## src/rtl/drive_mode_ctrl_pkg.sv

```systemverilog
// Shared FSM encodings, mode codes and timing defaults for the drive-mode
// controller, engine and datapath blocks.
package drive_mode_ctrl_pkg;
    typedef enum logic [2:0] {
        ST_OFF   = 3'd0,
        ST_PRESS = 3'd1,
        ST_START = 3'd2,
        ST_RUN   = 3'd3,
        ST_STOP  = 3'd4,
        ST_FAULT = 3'd5
    } state_e;

    typedef enum logic [1:0] {
        MODE_OFF    = 2'b00,
        MODE_MANUAL = 2'b01,
        MODE_SEMI   = 2'b10,
        MODE_AUTO   = 2'b11
    } mode_e;

    localparam int DEF_CLK_PER_MS = 100000;
    localparam int DEF_HOLD_MS    = 1000;
    localparam int DEF_WDOG_MS    = 2000;

    // Bits needed to hold values 0..max_val.
    function automatic int cnt_w(input int max_val);
        return (max_val < 2) ? 1 : $clog2(max_val + 1);
    endfunction
endpackage

```

## src/rtl/drive_mode_ctrl_ms_tick.sv

```systemverilog
// Free-running 1 ms divider: counts 0..CLK_PER_MS-1 and pulses tick on wrap.
module ms_tick_gen
    import drive_mode_ctrl_pkg::*;
#(
    parameter int CLK_PER_MS = DEF_CLK_PER_MS
) (
    input  logic clk,
    input  logic rst,
    output logic tick
);
    localparam int             W    = cnt_w(CLK_PER_MS - 1);
    localparam logic [W-1:0]   LAST = W'(CLK_PER_MS - 1);

    logic [W-1:0] cnt;

    always_ff @(posedge clk) begin
        if (rst)              cnt <= '0;
        else if (cnt == LAST) cnt <= '0;
        else                  cnt <= cnt + 1'b1;
    end

    assign tick = (cnt == LAST);
endmodule

```

## src/rtl/drive_mode_ctrl.sv

```systemverilog
// Power-button / mode-select sequencer: hold-to-start, engine power handshake
// with watchdog, mode changes while running, and latched fault.
module drive_mode_ctrl
    import drive_mode_ctrl_pkg::*;
#(
    parameter int CLK_PER_MS = DEF_CLK_PER_MS,
    parameter int HOLD_MS    = DEF_HOLD_MS,
    parameter int WDOG_MS    = DEF_WDOG_MS
) (
    input  logic       clk,
    input  logic       rst,
    input  logic       btn_power,
    input  logic [1:0] mode_sw,
    input  logic       engine_power,
    output logic [1:0] global_state,
    output logic       power_on,
    output logic       power_off,
    output logic       fault,
    output logic [2:0] state_dbg
);
    localparam int           HW        = cnt_w(HOLD_MS);
    localparam int           WW        = cnt_w(WDOG_MS);
    localparam logic [HW-1:0] HOLD_MAX  = HW'(HOLD_MS);
    localparam logic [HW-1:0] HOLD_LAST = HW'(HOLD_MS - 1);
    localparam logic [WW-1:0] WD_LAST   = WW'(WDOG_MS - 1);

    state_e        state;
    logic [HW-1:0] hold_cnt;
    logic [WW-1:0] wd_cnt;
    logic          btn_q, btn_armed, low_arm, tick, btn_rise;

    ms_tick_gen #(.CLK_PER_MS(CLK_PER_MS)) u_tick (
        .clk  (clk),
        .rst  (rst),
        .tick (tick)
    );

    // btn_armed masks the first cycle out of reset so a held button is not an edge.
    assign btn_rise  = btn_armed & btn_power & ~btn_q;
    assign state_dbg = state;

    always_ff @(posedge clk) begin
        if (rst) begin
            state        <= ST_OFF;
            global_state <= MODE_OFF;
            power_on     <= 1'b0;
            power_off    <= 1'b0;
            fault        <= 1'b0;
            hold_cnt     <= '0;
            wd_cnt       <= '0;
            low_arm      <= 1'b0;
            btn_q        <= 1'b0;
            btn_armed    <= 1'b0;
        end else begin
            btn_q     <= btn_power;
            btn_armed <= 1'b1;
            case (state)
                ST_OFF: if (btn_power) begin
                    state    <= ST_PRESS;
                    hold_cnt <= '0;
                end
                ST_PRESS: begin
                    if (!btn_power) begin
                        state <= ST_OFF;
                    end else if (hold_cnt == HOLD_MAX) begin
                        // Held long enough with no mode selected: wait here for one.
                        if (mode_sw != MODE_OFF) begin
                            state        <= ST_START;
                            global_state <= mode_sw;
                            power_on     <= 1'b1;
                            wd_cnt       <= '0;
                        end
                    end else if (tick) begin
                        hold_cnt <= hold_cnt + 1'b1;
                        if (hold_cnt == HOLD_LAST && mode_sw != MODE_OFF) begin
                            state        <= ST_START;
                            global_state <= mode_sw;
                            power_on     <= 1'b1;
                            wd_cnt       <= '0;
                        end
                    end
                end
                ST_START: begin
                    if (engine_power) begin
                        state    <= ST_RUN;
                        power_on <= 1'b0;
                        low_arm  <= 1'b0;
                    end else if (tick) begin
                        wd_cnt <= wd_cnt + 1'b1;
                        if (wd_cnt == WD_LAST) begin
                            state        <= ST_FAULT;
                            power_on     <= 1'b0;
                            power_off    <= 1'b1;
                            fault        <= 1'b1;
                            global_state <= MODE_OFF;
                        end
                    end
                end
                ST_RUN: begin
                    if (btn_rise) begin
                        state     <= ST_STOP;
                        power_off <= 1'b1;
                        wd_cnt    <= '0;
                    end else if (mode_sw != global_state && mode_sw != MODE_OFF) begin
                        state        <= ST_START;
                        global_state <= mode_sw;
                        power_on     <= 1'b1;
                        wd_cnt       <= '0;
                    end else if (engine_power) begin
                        low_arm <= 1'b0;
                    end else if (tick) begin
                        // Low at two consecutive ticks with no high between = a full period.
                        if (low_arm) begin
                            state    <= ST_START;
                            power_on <= 1'b1;
                            wd_cnt   <= '0;
                        end else begin
                            low_arm <= 1'b1;
                        end
                    end
                end
                ST_STOP: begin
                    if (!engine_power) begin
                        state        <= ST_OFF;
                        power_off    <= 1'b0;
                        global_state <= MODE_OFF;
                    end else if (tick) begin
                        wd_cnt <= wd_cnt + 1'b1;
                        if (wd_cnt == WD_LAST) begin
                            state        <= ST_FAULT;
                            fault        <= 1'b1;
                            global_state <= MODE_OFF;
                        end
                    end
                end
                ST_FAULT: if (btn_rise) begin
                    state     <= ST_OFF;
                    power_off <= 1'b0;
                    fault     <= 1'b0;
                end
                default: state <= ST_OFF;
            endcase
        end
    end
endmodule

```

## config.mk

```make
export PLATFORM = sky130hd
export DESIGN_NAME = drive_mode_ctrl
export DESIGN_NICKNAME = d
export VERILOG_FILES = /design/src/rtl/drive_mode_ctrl_pkg.sv /design/src/rtl/drive_mode_ctrl_ms_tick.sv /design/src/rtl/drive_mode_ctrl.sv
export SDC_FILE = /design/constraint.sdc
export NUM_CORES = 1
export LEC_CHECK = 0
export CAP_MARGIN = 20
export CORE_MARGIN = 5
export CORE_UTILIZATION = 40
export CTS_CLUSTER_SIZE = 30
export DETAILED_ROUTE_END_ITERATION = 10
export HOLD_SLACK_MARGIN = 0.15
export PLACE_DENSITY_LB_ADDON = 0.05
export SLEW_MARGIN = 0
export SYNTH_ARGS = -nofsm -noshare
export SYNTH_HDL_FRONTEND = slang
export SYNTH_SLANG_ARGS = --single-unit
```

## constraint.sdc

```tcl
create_clock -name clk -period 3.9 [get_ports clk]
set_input_delay 0.585 -clock clk [delete_from_list [all_inputs] [get_ports clk]]
set_output_delay 0.585 -clock clk [all_outputs]
set_load 0.01 [all_outputs]
```

==> results.md <==
* Root Buffer: clkbuf_8
* Flops & latches, synth at 49
* Top Metal Used: met4
* Critical Path RT at 4.09 ns
* First-pass GRT wire length at 10,770 um
* Final max-slew violation count at 0
* Largest area contributor in the netlist: dfxtp_1
* Leakage power at 1.140 nW
* Layout Skew at 0.004662 ns
* Top_reg_cell synth: dfxtp_1
* Most frequent cells in the layout: 49 x dfxtp_1, 41 x nor2_1, 31 x nand3_1
* CTS H-tree depth at 2
* Worst EP arrival at 2.94 ns
* Hold_buf cts at 0
* Initial Util at 40.78%
* Max_slew headroom at 55.38%
* Max clock buf depth at 2
* Crit Reg-Reg Startpoint: u_tick.cnt[0]$_SDFF_PP0_
* Layout Nets at 364
* Layout cells sized above 1 at 6.232%
* Max cap viols at 0
* Status: completed
* Critical path peak fanout at 7
* Post-Synthesis Cells at 345
* Iter 0 DRT Violations at 82
* Final routed DRC violation total at 0
* Core footprint at 6719 um2
* Syn nets at 357
* Yosys cell types at 53
* Async SR Flop Fraction at 0%
* Synth Cell Area at 2740 um2
* Remaining global-route overflow at 0
* Total setup buffers inserted after CTS at 0
* Ports at 14
* Setup TNS at 0 ns
* Sequential share of the synthesized area at 35.80%
* Routed vias/inst at 5.561
* Hold Path Class: reg -> reg
* Post-DP HPWL at 4420 um
* Vias at 2,408
* Area occupied by multi-input gates at 1639 um2
* Tightest Pin Transition at 0.6684 ns
* Die height at 92.77 um
* CTS tree: built
* Drt pass-1 iters at 4
* EDFF count, synth at 0
* Die ar. at 8605 um2
* Fmax at 363.7 MHz
* Worst vdd ir at 0.1378 mV
* Pin count of the biggest net entering global routing at 22
* Ys Warns at 0
* Hold Slack at 0.4680 ns
* Initial antenna violation count at 0
* RSZ-0062 raised after global routing: no
* Vias in the first global route at 2,265
* Final setup fails at 0
* Average cell area after synthesis at 7.942 um2
* Placer congestion estimate at 0.8380
* GRT Overall Usage at 15.44%
* Clk slew on worst S/H paths at 0.09 ns
* Period utilization at 70.50%
* Worst Hold Launch: u_tick.cnt[0]$_SDFF_PP0_
* Clock Latency Late Sink at 0.30 ns
* PD cells at 365.2 nW/um2
* M1 WL at 3208 um
* End-of-flow core utilization at 45.20%
* Cts bufs inserted at 5
* Std-Cell Rows at 30
* Minimum clock period at 2.749 ns
* Final hold viol count at 0
* Drt total wl at 6274 um
* Avg WL per Cell at 14.49 um
* Met2 WL post-DR at 2728 um
* I/O Buffers at 13
* Post-CTS Resized at 0
* Fillers at 681
* Sink Count at 49
* Register area at 980.9 um2
* Worst setup path startpoint: u_tick.cnt[0]$_SDFF_PP0_
* Commonest non-fill, non-tap cell in the layout: dfxtp_1
* Detail Route met3 WL at 249 um
* Startpoint Class: flop
* ANT nets after route at 0
* Antenna Cells at 0
* Overall die width at 92.77 um
* Synthesis-to-layout area growth at 10.82%
* Yosys top cell area share at 35.80%
* Total power at 1.109 mW
* WS Path Type: reg -> reg
* Area contributors post-synth: dfxtp_1 36%, xor2_1 5.8%, nand3_1 5.7%
* Crit end category: flop
-- stage by stage --
stage                     area, um2  cells  worst slack [ns]
after floorplan                2740    345             1.545
after global placement         2925    425             1.025
after detailed placement       2925    425            0.9665
after CTS                      3037    433             1.165
after global routing           3037    433            0.9276
final                          3037    433             1.151
-- flip-flops by register name, indices dropped and copies added, names as in the netlist --
signal,count
power_on,1
hold_cnt,10
fault,1
global_state,2
btn_armed,1
u_tick.cnt,17
btn_q,1
power_off,1
low_arm,1
state_dbg,3
wd_cnt,11
-- worst max-delay path, stage by stage (launching register included) --
cell     delay [ns]
dfxtp_1        0.38
ha_1           0.24
nand4_1        0.19
or4_1          0.71
nor4_4         0.52
nor2b_1        0.13
o41ai_1        0.35
a21oi_1        0.11
-- report_power, final --
part           leakage [nW]  switching (mW)  internal (mW)
Combinational         0.688           0.125         0.0833
Clock                0.0554           0.178          0.193
Sequential            0.397          0.0148          0.515
-- metal layers --
layer | vias up | global-route usage (%)
met5 | - | 0
met4 | 0 | 5.128
met3 | 6 | 3.249
met2 | 49 | 23.10
met1 | 1099 | 21.95
li1 | 1254 | -
-- Yosys cell counts, types with 2 or more instances --
cell type  count
nand3b_1       3
a311oi_1       2
or2_2          2
nor2b_1        4
xnor2_1        6
a21o_1         5
nor2_1        41
nand3_1       31
ha_1           6
nand4_1        5
clkbuf_1      13
a21oi_1       18
o41ai_1        3
nand4bb_1      2
o31ai_1        4
nand2_1       30
a31oi_1        5
xor2_1        18
buf_1          2
and3_1        17
or4_1          6
and2_1         2
inv_1         14
o22ai_1        4
nand2b_1       5
o221a_2        4
or3_1          3
o21ai_0        7
nor3_1         9
dfxtp_1       49
a211o_1        3
-- layout make-up --
| cell class | instances | share of cell area [%] |
|---|---|---|
| clock inverters | 2 | 1.277 |
| flip-flops and latches | 49 | 32.30 |
| repair buffers | 16 | 5.027 |
| well taps | 80 | 3.296 |
| multi-input cells | 266 | 53.98 |
| clock buffers | 6 | 2.390 |
| inverters | 14 | 1.731 |
-- cell families after synthesis --
logic type                 synth area share [%]
xor gates and xnor gates                  7.671
DFF                                       35.80
adders and majority gates                 2.740
and+or+nand+nor                           32.47
AOI/OAI and AO/OA                         16.58
buffers and inverters                     4.384
muxes                                    0.3653
-- worst paths after layout --
kind                                  end  slack, ns  cells after the start
max          global_state[0]$_SDFFE_PP0P_       1.15                      7
min              u_tick.cnt[0]$_SDFF_PP0_       0.47                      1
min reg2reg      u_tick.cnt[0]$_SDFF_PP0_       0.47                      1
max reg2reg  global_state[0]$_SDFFE_PP0P_       1.15                      7
No activity file was read; power rests on OpenSTA's default activity.
